--- src/rtl/spi_master.sv ---
// -----------------------------------------------------------------------------
// spi_master -- single-byte SPI mode 0 master (CPOL=0, CPHA=0).
//
// Sends one byte MSB first per accepted request. SCLK idles low, MOSI only
// changes while SCLK is low, MISO is sampled on SCLK rising edges.
//
// Transfer timeline, measured in i_clk edges after the accepting edge (D = CLK_DIV):
//   0        SETUP entry: SS low, MOSI = bit 7
//   1+D      SHIFT entry, first SCLK rising edge
//   1+17D    HOLD entry (SCLK low, MOSI keeps bit 0)
//   1+18D    GAP entry: SS high, o_done (and o_rx_valid) pulse
//   1+19D    IDLE, o_ready high again
//
// Build option:
//   SPI_MASTER_RX_EN  when defined, MISO is captured into o_rx_data. When not
//                     defined, o_rx_data is 8'h00, o_rx_valid is 0 and
//                     i_spi_miso is ignored; all other timing is unchanged.
//
// Parameters:
//   CLK_DIV     SCLK half-period in i_clk cycles, legal range 2..255
//
// Ports:
//   i_clk       system clock, rising edge
//   i_rst_n     asynchronous active-low reset
//   i_data      byte to transmit, latched when i_valid && o_ready
//   i_valid     i_data valid
//   o_ready     idle and able to accept a byte
//   o_spi_clk   SCLK
//   o_spi_mosi  serial data out, MSB first, low whenever SS is high
//   i_spi_miso  serial data in
//   o_spi_ss    slave select, active low
//   o_done      one-cycle pulse at end of transfer
//   o_rx_data   byte captured from MISO
//   o_rx_valid  one-cycle pulse, o_rx_data updated
// -----------------------------------------------------------------------------
module spi_master #(
    parameter int CLK_DIV = 4
) (
    input  logic       i_clk,
    input  logic       i_rst_n,
    input  logic [7:0] i_data,
    input  logic       i_valid,
    output logic       o_ready,
    output logic       o_spi_clk,
    output logic       o_spi_mosi,
    input  logic       i_spi_miso,
    output logic       o_spi_ss,
    output logic       o_done,
    output logic [7:0] o_rx_data,
    output logic       o_rx_valid
);

    typedef enum logic [2:0] {
        IDLE,
        SETUP,
        SHIFT,
        HOLD,
        GAP
    } state_t;

    // SETUP spans CLK_DIV+1 cycles (it includes the accept cycle), so its
    // terminal count is CLK_DIV; every other state spans CLK_DIV cycles.
    localparam logic [7:0] SETUP_LAST = 8'(CLK_DIV);
    localparam logic [7:0] DIV_LAST   = 8'(CLK_DIV - 1);

    state_t     state_q, state_d;
    logic [7:0] cnt_q, cnt_d;     // cycles spent in the current half-period
    logic [3:0] half_q, half_d;   // SCLK edges already issued in SHIFT
    logic       sclk_q, sclk_d;
    logic [7:0] tx_q, tx_d;       // outgoing byte, bit 7 drives MOSI
    logic       done_q, done_d;

    // NOTE: every variable assigned in this block gets a default first, so no
    // path leaves one unassigned and no latch is inferred.
    always_comb begin
        state_d = state_q;
        cnt_d   = cnt_q;
        half_d  = half_q;
        sclk_d  = sclk_q;
        tx_d    = tx_q;
        done_d  = 1'b0;

        unique case (state_q)
            IDLE: begin
                if (i_valid) begin
                    state_d = SETUP;
                    tx_d    = i_data;
                    cnt_d   = 8'd0;
                end
            end

            SETUP: begin
                if (cnt_q == SETUP_LAST) begin
                    state_d = SHIFT;
                    cnt_d   = 8'd0;
                    half_d  = 4'd0;
                    sclk_d  = 1'b1;   // first rising edge
                end else begin
                    cnt_d = cnt_q + 8'd1;
                end
            end

            SHIFT: begin
                if (cnt_q == DIV_LAST) begin
                    cnt_d = 8'd0;
                    if (half_q == 4'd15) begin
                        // The 16th half-period has elapsed; SCLK is already low.
                        state_d = HOLD;
                    end else begin
                        sclk_d = ~sclk_q;
                        half_d = half_q + 4'd1;
                        // Shift on the first seven falling edges only, so bit 0
                        // stays on MOSI after the last falling edge.
                        if (sclk_q && (half_q != 4'd14)) begin
                            tx_d = {tx_q[6:0], 1'b0};
                        end
                    end
                end else begin
                    cnt_d = cnt_q + 8'd1;
                end
            end

            HOLD: begin
                if (cnt_q == DIV_LAST) begin
                    state_d = GAP;
                    cnt_d   = 8'd0;
                    done_d  = 1'b1;
                end else begin
                    cnt_d = cnt_q + 8'd1;
                end
            end

            GAP: begin
                if (cnt_q == DIV_LAST) begin
                    state_d = IDLE;
                    cnt_d   = 8'd0;
                end else begin
                    cnt_d = cnt_q + 8'd1;
                end
            end

            default: begin
                state_d = IDLE;
                cnt_d   = 8'd0;
            end
        endcase
    end

    // NOTE: state registers use non-blocking assignments so every flop samples
    // the pre-edge values, independent of statement order.
    always_ff @(posedge i_clk or negedge i_rst_n) begin
        if (!i_rst_n) begin
            state_q <= IDLE;
            cnt_q   <= 8'd0;
            half_q  <= 4'd0;
            sclk_q  <= 1'b0;
            tx_q    <= 8'd0;
            done_q  <= 1'b0;
        end else begin
            state_q <= state_d;
            cnt_q   <= cnt_d;
            half_q  <= half_d;
            sclk_q  <= sclk_d;
            tx_q    <= tx_d;
            done_q  <= done_d;
        end
    end

    // SS and MOSI decode straight from the state register, so an asynchronous
    // reset releases the bus in the same cycle.
    assign o_ready    = (state_q == IDLE);
    assign o_spi_ss   = (state_q == IDLE) || (state_q == GAP);
    assign o_spi_mosi = !o_spi_ss && tx_q[7];
    assign o_spi_clk  = sclk_q;
    assign o_done     = done_q;

`ifdef SPI_MASTER_RX_EN
    logic [7:0] rx_shift_q;
    logic [7:0] rx_data_q;
    logic       rx_valid_q;
    logic       sclk_rise;

    // SCLK is registered, so a rising edge becomes visible on this i_clk edge;
    // MISO is sampled with the same edge.
    assign sclk_rise = sclk_d && !sclk_q;

    always_ff @(posedge i_clk or negedge i_rst_n) begin
        if (!i_rst_n) begin
            rx_shift_q <= 8'd0;
            rx_data_q  <= 8'd0;
            rx_valid_q <= 1'b0;
        end else begin
            if (sclk_rise) begin
                rx_shift_q <= {rx_shift_q[6:0], i_spi_miso};
            end
            if (done_d) begin
                rx_data_q <= rx_shift_q;
            end
            rx_valid_q <= done_d;
        end
    end

    assign o_rx_data  = rx_data_q;
    assign o_rx_valid = rx_valid_q;
`else
    logic unused_miso;

    assign unused_miso = i_spi_miso;
    assign o_rx_data   = 8'h00;
    assign o_rx_valid  = 1'b0;
`endif

endmodule
--- config.mk ---
export PLATFORM = sky130hd
export DESIGN_NAME = spi_master
export DESIGN_NICKNAME = d
export VERILOG_FILES = /design/src/rtl/spi_master.sv
export SDC_FILE = /design/constraint.sdc
export NUM_CORES = 1
export LEC_CHECK = 0
export CORE_AREA = 8 8 80 82
export DETAILED_ROUTE_END_ITERATION = 8
export DIE_AREA = 0 0 88 90
export PLACE_DENSITY_LB_ADDON = 0.2
export SETUP_SLACK_MARGIN = 0.4
export SYNTH_ARGS = -nofsm -noshare
export SYNTH_HDL_FRONTEND = slang
export SYNTH_SLANG_ARGS = --single-unit
--- constraint.sdc ---
create_clock -name i_clk -period 3.17 [get_ports i_clk]
set_clock_uncertainty 0.15 [all_clocks]
set_input_delay 0.7925 -clock i_clk [delete_from_list [all_inputs] [get_ports i_clk]]
set_output_delay 0.7925 -clock i_clk [all_outputs]
set_load 0.05 [all_outputs]
# Word level (Yosys, flattened, before mapping)
# Cells that the tools add are included.
[classes] n_addsub=2 n_eq_ne=16 mux=26 n_bitwise=1 reduce_logical=11
[ops] operator="$mux 8" n=7
[ops] operator="$pmux 8 s3" n=1
[ops] operator="$mux 3" n=6
[ops] operator="$ne 2x2->1 const B" n=8
[ops] operator="$pmux 8 s2" n=1
[ops] operator="$pmux 3 s5" n=1
[ops] operator="$mux 4" n=3
[ops] operator="$add 8x1->8 const B" n=1
[ops] operator="$eq 8x2->1 const B" n=1
[ops] operator="$eq 8x3->1 const B" n=1
[ops] operator="$pmux 4 s2" n=1
[ops] operator="$eq 3x2->1 const B" n=2
[ops] operator="$reduce_and 6->1" n=1
[ops] operator="$mux 1" n=5
[ops] operator="$reduce_and 5->1" n=1
[ops] operator="$add 4x1->4 const B" n=1
[ops] operator="$eq 4x4->1 const B" n=1
[ops] operator="$ne 4x4->1 const B" n=1
[ops] operator="$reduce_and 4->1" n=1
[ops] operator="$reduce_bool 2->1" n=2
[ops] operator="$eq 3x1->1 const B" n=1
[ops] operator="$eq 3x3->1 const B" n=1
[ops] operator="$logic_not 3->1" n=1
[ops] operator="$reduce_or 3->1" n=1
[ops] operator="5 further kinds" n=6
[totals] reg_bits=25 input_bits=12 out_inout_bits=14 wordCells=62

# Longest topological paths before layout
# Gate-level depths: netlist of the first run.
[depth] ltp_word=6 ltp_mapped=7 mapped_depth_nobuf=6

# Least setup slack after synthesis of the first run
# No wires, ideal clock.
[synth_path] kind="register to output" from="register state_q[1]" to="output port o_ready" arrival_ps=1673 required_ps=2227 setup_slack_ps=554 stages_incl_launch_ff=3 n_path_buf=1 path_cell_list="dfrtp_1 > buf_2 > nor3_1"
[synth_via] elab_chain_cells=1
[synth_rtl] item="start, declared" line_no="66" source="state_t state_q, state_d;"
[synth_rtl] item="start signal, assigned" line_no="160" source="state_q <= state_d;"
[synth_rtl] item="$logic_not 3->1" line_no="171" source="assign o_ready = (state_q == IDLE);"
[synth_rtl] item="end, declared" line_no="43" source="output logic o_ready,"
# Every way passes these cells.

# Final worst setup path of the first run
# Same ends and word-level chain as after synthesis.

==> impl_metrics.csv, run 1 <==
group,metric,value,unit
synth,ys_warn_count,0,
routing,wl_per_cell,12.19,um
sta,setup_slack,0.5677,ns
final_layout,regArea,625.6,um2
synth,synth-seq-area-share,40.10,%
final_layout,n_antenna_cell,0,
worst_setup_path,worstPathArrival,1.66,ns
die,dieWidth,88,um
die,die_y,90,um
final_layout,final_common_cell,"nand2_1",
routing,viasPerCell,4.546,
die,start_util,29.80,%
place,place.port_buffers,15,
synth,synthesis.area,1560,um2
clock_network,clk_latency,0.27,ns
synth,synth-seq-cells,25,
clock_network,post_cts_buffers,0,
worst_setup_path,critPathSlowestCell,"dlygate4sd2_1",
grt,grt_util_met3,1.092,%
worst_setup_path,path_cells,"nor3_1, dlygate4sd2_1",
die,core_area,5236,um2
sta,tightest_slew,0.5025,ns
synth,synth_cells,172,
die,dieArea,7920,um2
die,io-pin-count,26,
worst_setup_path,critPathMaxFanout,13,
grt,grt_pass1_wl,5.637,mm
place,place_ws,0.4338,ns
pwr,power.density,321.1,nW/um2
clock_network,cts_tree,"built",
clock_network,clock_sinks,25,
clock_network,htreeDepth,1,
routing,drc_errors,0,
clock_network,cts_root_buffer,"clkbuf_8",
run,drv_cap,0,
final_layout,areaGrowthSynthToFinish,15.88,%
grt,grt_use_met2,14.50,%
pwr,peakVddDrop,0.1390,mV
outcome,outcome,"completed",
grt,met1_usage,10.98,%
grt,grt_max_degree,26,
synth,post_synth_num_cell_types,41,
synth,synth-edff-count,0,
synth,syn_area_per_cell,9.071,um2
routing,drt-pass1-iter-count,4,
routing,ant_nets,0,
worst_hold_path,hp-class,"reg2reg",
worst_setup_path,worst_ep_required_time,2.23,ns
place,dp_hpwl,2.338,mm
synth,synth_flop_cell,"dfrtp_1",
pwr,leakagePower,0.8132,nW
routing,totalWireLength,3.170,mm
sta,post-route-period-util,82.09,%
synth,synthArstFlopShare,100.0,%
final_layout,fillCellCount,547,
worst_setup_path,cpPeakStageDelay,0.57,ns
sta,period_minus_slack,2.602,ns
die,rows,27,
clock_network,clk_pin_slew_worst_paths,0.09,ns
worst_setup_path,critPathCaptureType,"output pin",
clock_network,clock_path_buffers,2,
grt,grt_overflow,0,
sta,grt_setup_unrepaired,"no",
grt,grt_pass1_vias,1212,
sta,setup_tns,0,ns
final_layout,final_nets,205,
clock_network,post_cts_resized,2,
sta,slew-limit-headroom,66.45,%
final_layout,multi_input_area,844.6,um2
worst_setup_path,start_kind,"flop",
sta,setup_viol,0,
grt,grt_usage,8.790,%
clock_network,postCtsHoldBufs,0,
pwr,p_total,0.5806,mW
worst_setup_path,worst-setup-path-type,"reg2out",
final_layout,drive_above_1_share,12.77,%
grt,antenna_found_initial,0,
routing,vias,1182,
sta,hold_viol,0,
sta,timing.hold.ws,0.3576,ns
place,place_congestion,0.7465,
sta,slew_violations,0,
clock_network,numCtsBuffers,3,
final_layout,layout_common_cells,"nand2_1, dfrtp_1, clkdlybuf4s50_1, nor2_1, o21ai_0",
routing,drt_iter0_markers,57,
sta,fmax,0.3843,GHz
grt,top_usage_layer,"met2",
## sequential cells by signal, indices dropped and copies added (netlist names)
| register | count |
|---|---|
| cnt_q | 8 |
| half_q | 4 |
| o_done | 1 |
| o_spi_clk | 1 |
| state_q | 3 |
| tx_q | 8 |
## Yosys cell counts, types with 2 or more instances
master	instances	area, um2
buf_2	3	15.01
clkbuf_1	2	7.510
nor3_1	5	25.02
a31oi_1	2	12.51
mux2_2	2	22.52
nor2b_1	3	18.77
o21ai_0	11	55.05
ha_1	4	50.05
and2_1	2	12.51
mux2i_1	2	20.02
a21o_1	2	15.01
mux2_4	7	105.1
nand2b_1	2	12.51
inv_1	5	18.77
buf_4	9	67.56
nand3_1	8	40.04
o211ai_1	4	30.03
dfrtp_1	25	625.6
nand2_1	40	150.1
or3b_2	3	26.28
nor2_1	11	41.29
## power by group
part | total (mW) | internal (mW) | leakage, nW | switching (mW)
Combinational | 0.0592 | 0.0208 | 0.479 | 0.0384
Sequential | 0.326 | 0.323 | 0.313 | 0.00248
Clock | 0.196 | 0.0891 | 0.0217 | 0.107
## metrics by stage
stage | instances | instance area (um2) | util [%]
after floorplan | 180 | 1590 | -
after CTS | 260 | 1805 | 34.48
after global placement | 256 | 1759 | 33.60
after global routing | 260 | 1808 | 34.53
final | 260 | 1808 | 34.53
after detailed placement | 256 | 1759 | 33.60
## critical path, delay by kind of cell, from the launching register on
kind / cells / cell delay (ns)
simple gates: 1 / 0.30
flops: 1 / 0.52
buf+inv: 1 / 0.57
## cell families (layout without fill, tap and decap cells)
family	after synthesis	in the layout	synth area share, %
AO/OA/AOI/OAI	30	30	13.23
adder cells (fa/ha/maj)	4	4	3.208
buffers and inverters	20	28	7.698
flip-flops	25	25	40.10
multiplexers	11	11	9.463
other	1	9	0.2403
AND/OR/NAND/NOR	81	81	26.06
## layout make-up
type,count,share of cell area [%]
Tap cell,72,4.983
Timing Repair Buffer,19,9.965
Multi-Input combinational cell,135,46.71
Inverter,5,1.038
Sequential cell,25,34.60
Clock buffer,3,2.284
Clock inverter,1,0.4152
## path summary, 6_finish.rpt
path / from / end / slack, ns / depth (start not counted)
max: state_q[1] / o_ready / 0.57 / 2
min: tx_q[0] / tx_q[0] / 0.36 / 1
max reg2reg: cnt_q[0] / tx_q[2] / 0.77 / 5
min reg2reg: tx_q[0] / tx_q[0] / 0.36 / 1
max in group asynchronous: i_rst_n / cnt_q[2] / 1.89 / 2
min in group asynchronous: i_rst_n / cnt_q[1] / 0.73 / 2
## metal layers
metal / up-vias / share of wire (%) / routed length, um
met5: - / 0 / 0
met4: 0 / 1.6 / 52
met3: 4 / 2.3 / 73
met2: 18 / 47 / 1502
met1: 543 / 49 / 1542
li1: 617 / - / -
No activity file was read; power rests on OpenSTA's default activity.
==> run 2, diff against run 1 <==
Clock period 3.17 ns to 2.7 ns, I/O delays scaled along.
==> run 2 against run 1 <==
Sequential power grew 17%. Worst hold slack gained 0.0048 ns. Sequential share of layout area shrank 1.7 points. Setup slack lost 0.093 ns. Design area grew 5.3%. Critical endpoint is now o_done. Largest cell class unchanged.
==> impl_metrics.csv, run 2 (synthesized netlist as in run 1, its figures left out) <==
group,metric,value,unit
worst_setup_path,critPathSlowestCell,"clkdlybuf4s50_1",
sta,setup_tns,0,ns
sta,slew_violations,0,
clock_network,htreeDepth,1,
grt,grt_usage,8.861,%
worst_hold_path,holdPathEnd,"tx_q[7]",
routing,drt-pass1-iter-count,4,
final_layout,regArea,626.9,um2
routing,viasPerCell,4.610,
grt,grt_overflow,0,
final_layout,fillCellCount,548,
worst_setup_path,r2r-start,"cnt_q[1]",
pwr,power.density,358.4,nW/um2
clock_network,clock_path_buffers,2,
routing,drt_iter0_markers,42,
routing,vias,1254,
worst_hold_path,hp-class,"reg2reg",
routing,wl_per_cell,12.26,um
clock_network,clock_sinks,25,
sta,post-route-period-util,82.43,%
final_layout,drive_above_1_share,21.50,%
die,rows,27,
place,dp_hpwl,2.434,mm
final_layout,multi_input_area,855.8,um2
clock_network,clk_pin_slew_worst_paths,0.09,ns
worst_setup_path,worstReg2RegEnd,"tx_q[2]",
place,placed_area,1784,um2
die,dieWidth,88,um
worst_setup_path,path_cells,"clkdlybuf4s50_1",
pwr,p_total,0.6825,mW
pwr,power_switching,0.1729,mW
worst_setup_path,worstPathArrival,1.40,ns
outcome,outcome,"completed",
clock_network,numCtsBuffers,3,
worst_setup_path,worst-setup-path-type,"reg2out",
clock_network,cts_tree,"built",
worst_hold_path,whs_path_depth,1,
place,place.port_buffers,15,
die,start_util,29.80,%
worst_hold_path,worstHoldStart,"tx_q[7]",
final_layout,final_nets,217,
final_layout,areaGrowthSynthToFinish,22.05,%
routing,drc_errors,0,
clock_network,clk_latency,0.27,ns
final_layout,design_area,1904,um2
die,io-pin-count,26,
sta,fmax,0.4493,GHz
die,core_area,5236,um2
worst_setup_path,worst_ep_required_time,1.88,ns
pwr,pwr-share-seq,56.0,%
final_layout,final_common_cell,"nand2_1",
sta,setup_viol,0,
clock_network,postCtsHoldBufs,0,
worst_setup_path,crit_family,"buffers and inverters",
die,dieArea,7920,um2
grt,grt_max_degree,26,
pwr,leakagePower,0.8576,nW
pwr,peakVddDrop,0.1693,mV
pwr,p_int,0.5096,mW
grt,antenna_found_initial,0,
worst_setup_path,critPathCaptureType,"output pin",
grt,grt_pass1_wl,5.692,mm
grt,grt_pass1_vias,1206,
final_layout,reg_top3,"cnt_q: 8 flops, tx_q: 8 flops, half_q: 4 flops",
worst_setup_path,ff2ff_setup_slack,0.48,ns
worst_setup_path,start_kind,"flop",
sta,hold_viol,0,
sta,period_minus_slack,2.226,ns
clock_network,cts_root_buffer,"clkbuf_8",
die,die_y,90,um
pwr,netSwitchingFraction,25.33,%
final_layout,layout_common_cells,"nand2_1, dfrtp_1, buf_4, o21ai_0, clkdlybuf4s50_1",
final_layout,n_antenna_cell,0,
worst_setup_path,cpPeakStageDelay,0.79,ns
place,place_congestion,0.7368,
sta,grt_setup_unrepaired,"no",
worst_setup_path,cp.buffers_inverters,1,
pwr,pwr-share-clk,33.7,%
routing,ant_nets,0,
worst_setup_path,worstRegToRegCells,5,
pwr,combinationalPowerShare,10.3,%
routing,totalWireLength,3.334,mm
run,drv_cap,0,
worst_setup_path,critPathMaxFanout,1,
==> run 2: changes by cell type in the layout (fill, tap and decap cells not counted), sizes merged <==
cell,change
buf,+14
clkdlybuf4s15,+1
clkdlybuf4s50,-1
dlygate4sd2,-1
dlymetal6s2s,-1
==> run 2: cell type report <==
| cell class | count | share of cell area (%) |
|---|---|---|
| Timing Repair Buffer | 31 | 13.86 |
| Sequential cell | 25 | 32.92 |
| Tap cell | 72 | 4.731 |
| Multi-Input combinational cell | 135 | 44.94 |
| Inverter | 5 | 0.9855 |
| Clock inverter | 1 | 0.3942 |
| Clock buffer | 3 | 2.168 |
==> run 2: stage by stage <==
step	hold WS [ns]	instances	setup slack [ns]	utilization (%)
global placement	0.3336	259	0.1567	34.07
global route	0.3797	272	0.4111	36.37
finish	0.3624	272	0.4744	36.37
CTS	0.3679	263	0.4106	34.98
detailed placement	0.3392	259	0.1673	34.07
floorplan	0.2294	180	0.4627	-
==> run 2: how the worst max path moves through the flow <==
stage / endpoint / start / depth (start not counted) / slack, ns
global route: tx_q[1] / cnt_q[1] / 5 / 0.41
CTS: o_spi_ss / state_q[0] / 2 / 0.41
global placement: tx_q[2] / i_valid / 5 / 0.16
finish: o_done / o_done / 1 / 0.47
detailed placement: tx_q[2] / i_valid / 5 / 0.17
floorplan: o_spi_mosi / state_q[1] / 3 / 0.46
==> run 2: per-layer routing <==
layer,part of all wire (%),GRT usage (%),wire length [um],vias up
li1,-,-,-,638
met1,46,11.24,1532,597
met2,49,14.19,1649,14
met3,2.8,1.456,93,5
met4,1.8,3.874,59,0
met5,0,0,0,-
==> run 2: timing repair <==
item	CTS	global route
setup buffers	0	9
pin swaps	1	4
endpoints found under the setup margin	9	16
gates resized for setup	3	3
==> run 2: power by group through the flow <==
stage               combinational (mW)  sequential, mW  clock [mW]
finish                          0.0705           0.382       0.230
global route                    0.0763           0.383       0.257
CTS                             0.0718           0.382       0.245
detailed placement              0.0717           0.390           0
global placement                0.0718           0.390           0
floorplan                       0.0542           0.389           0
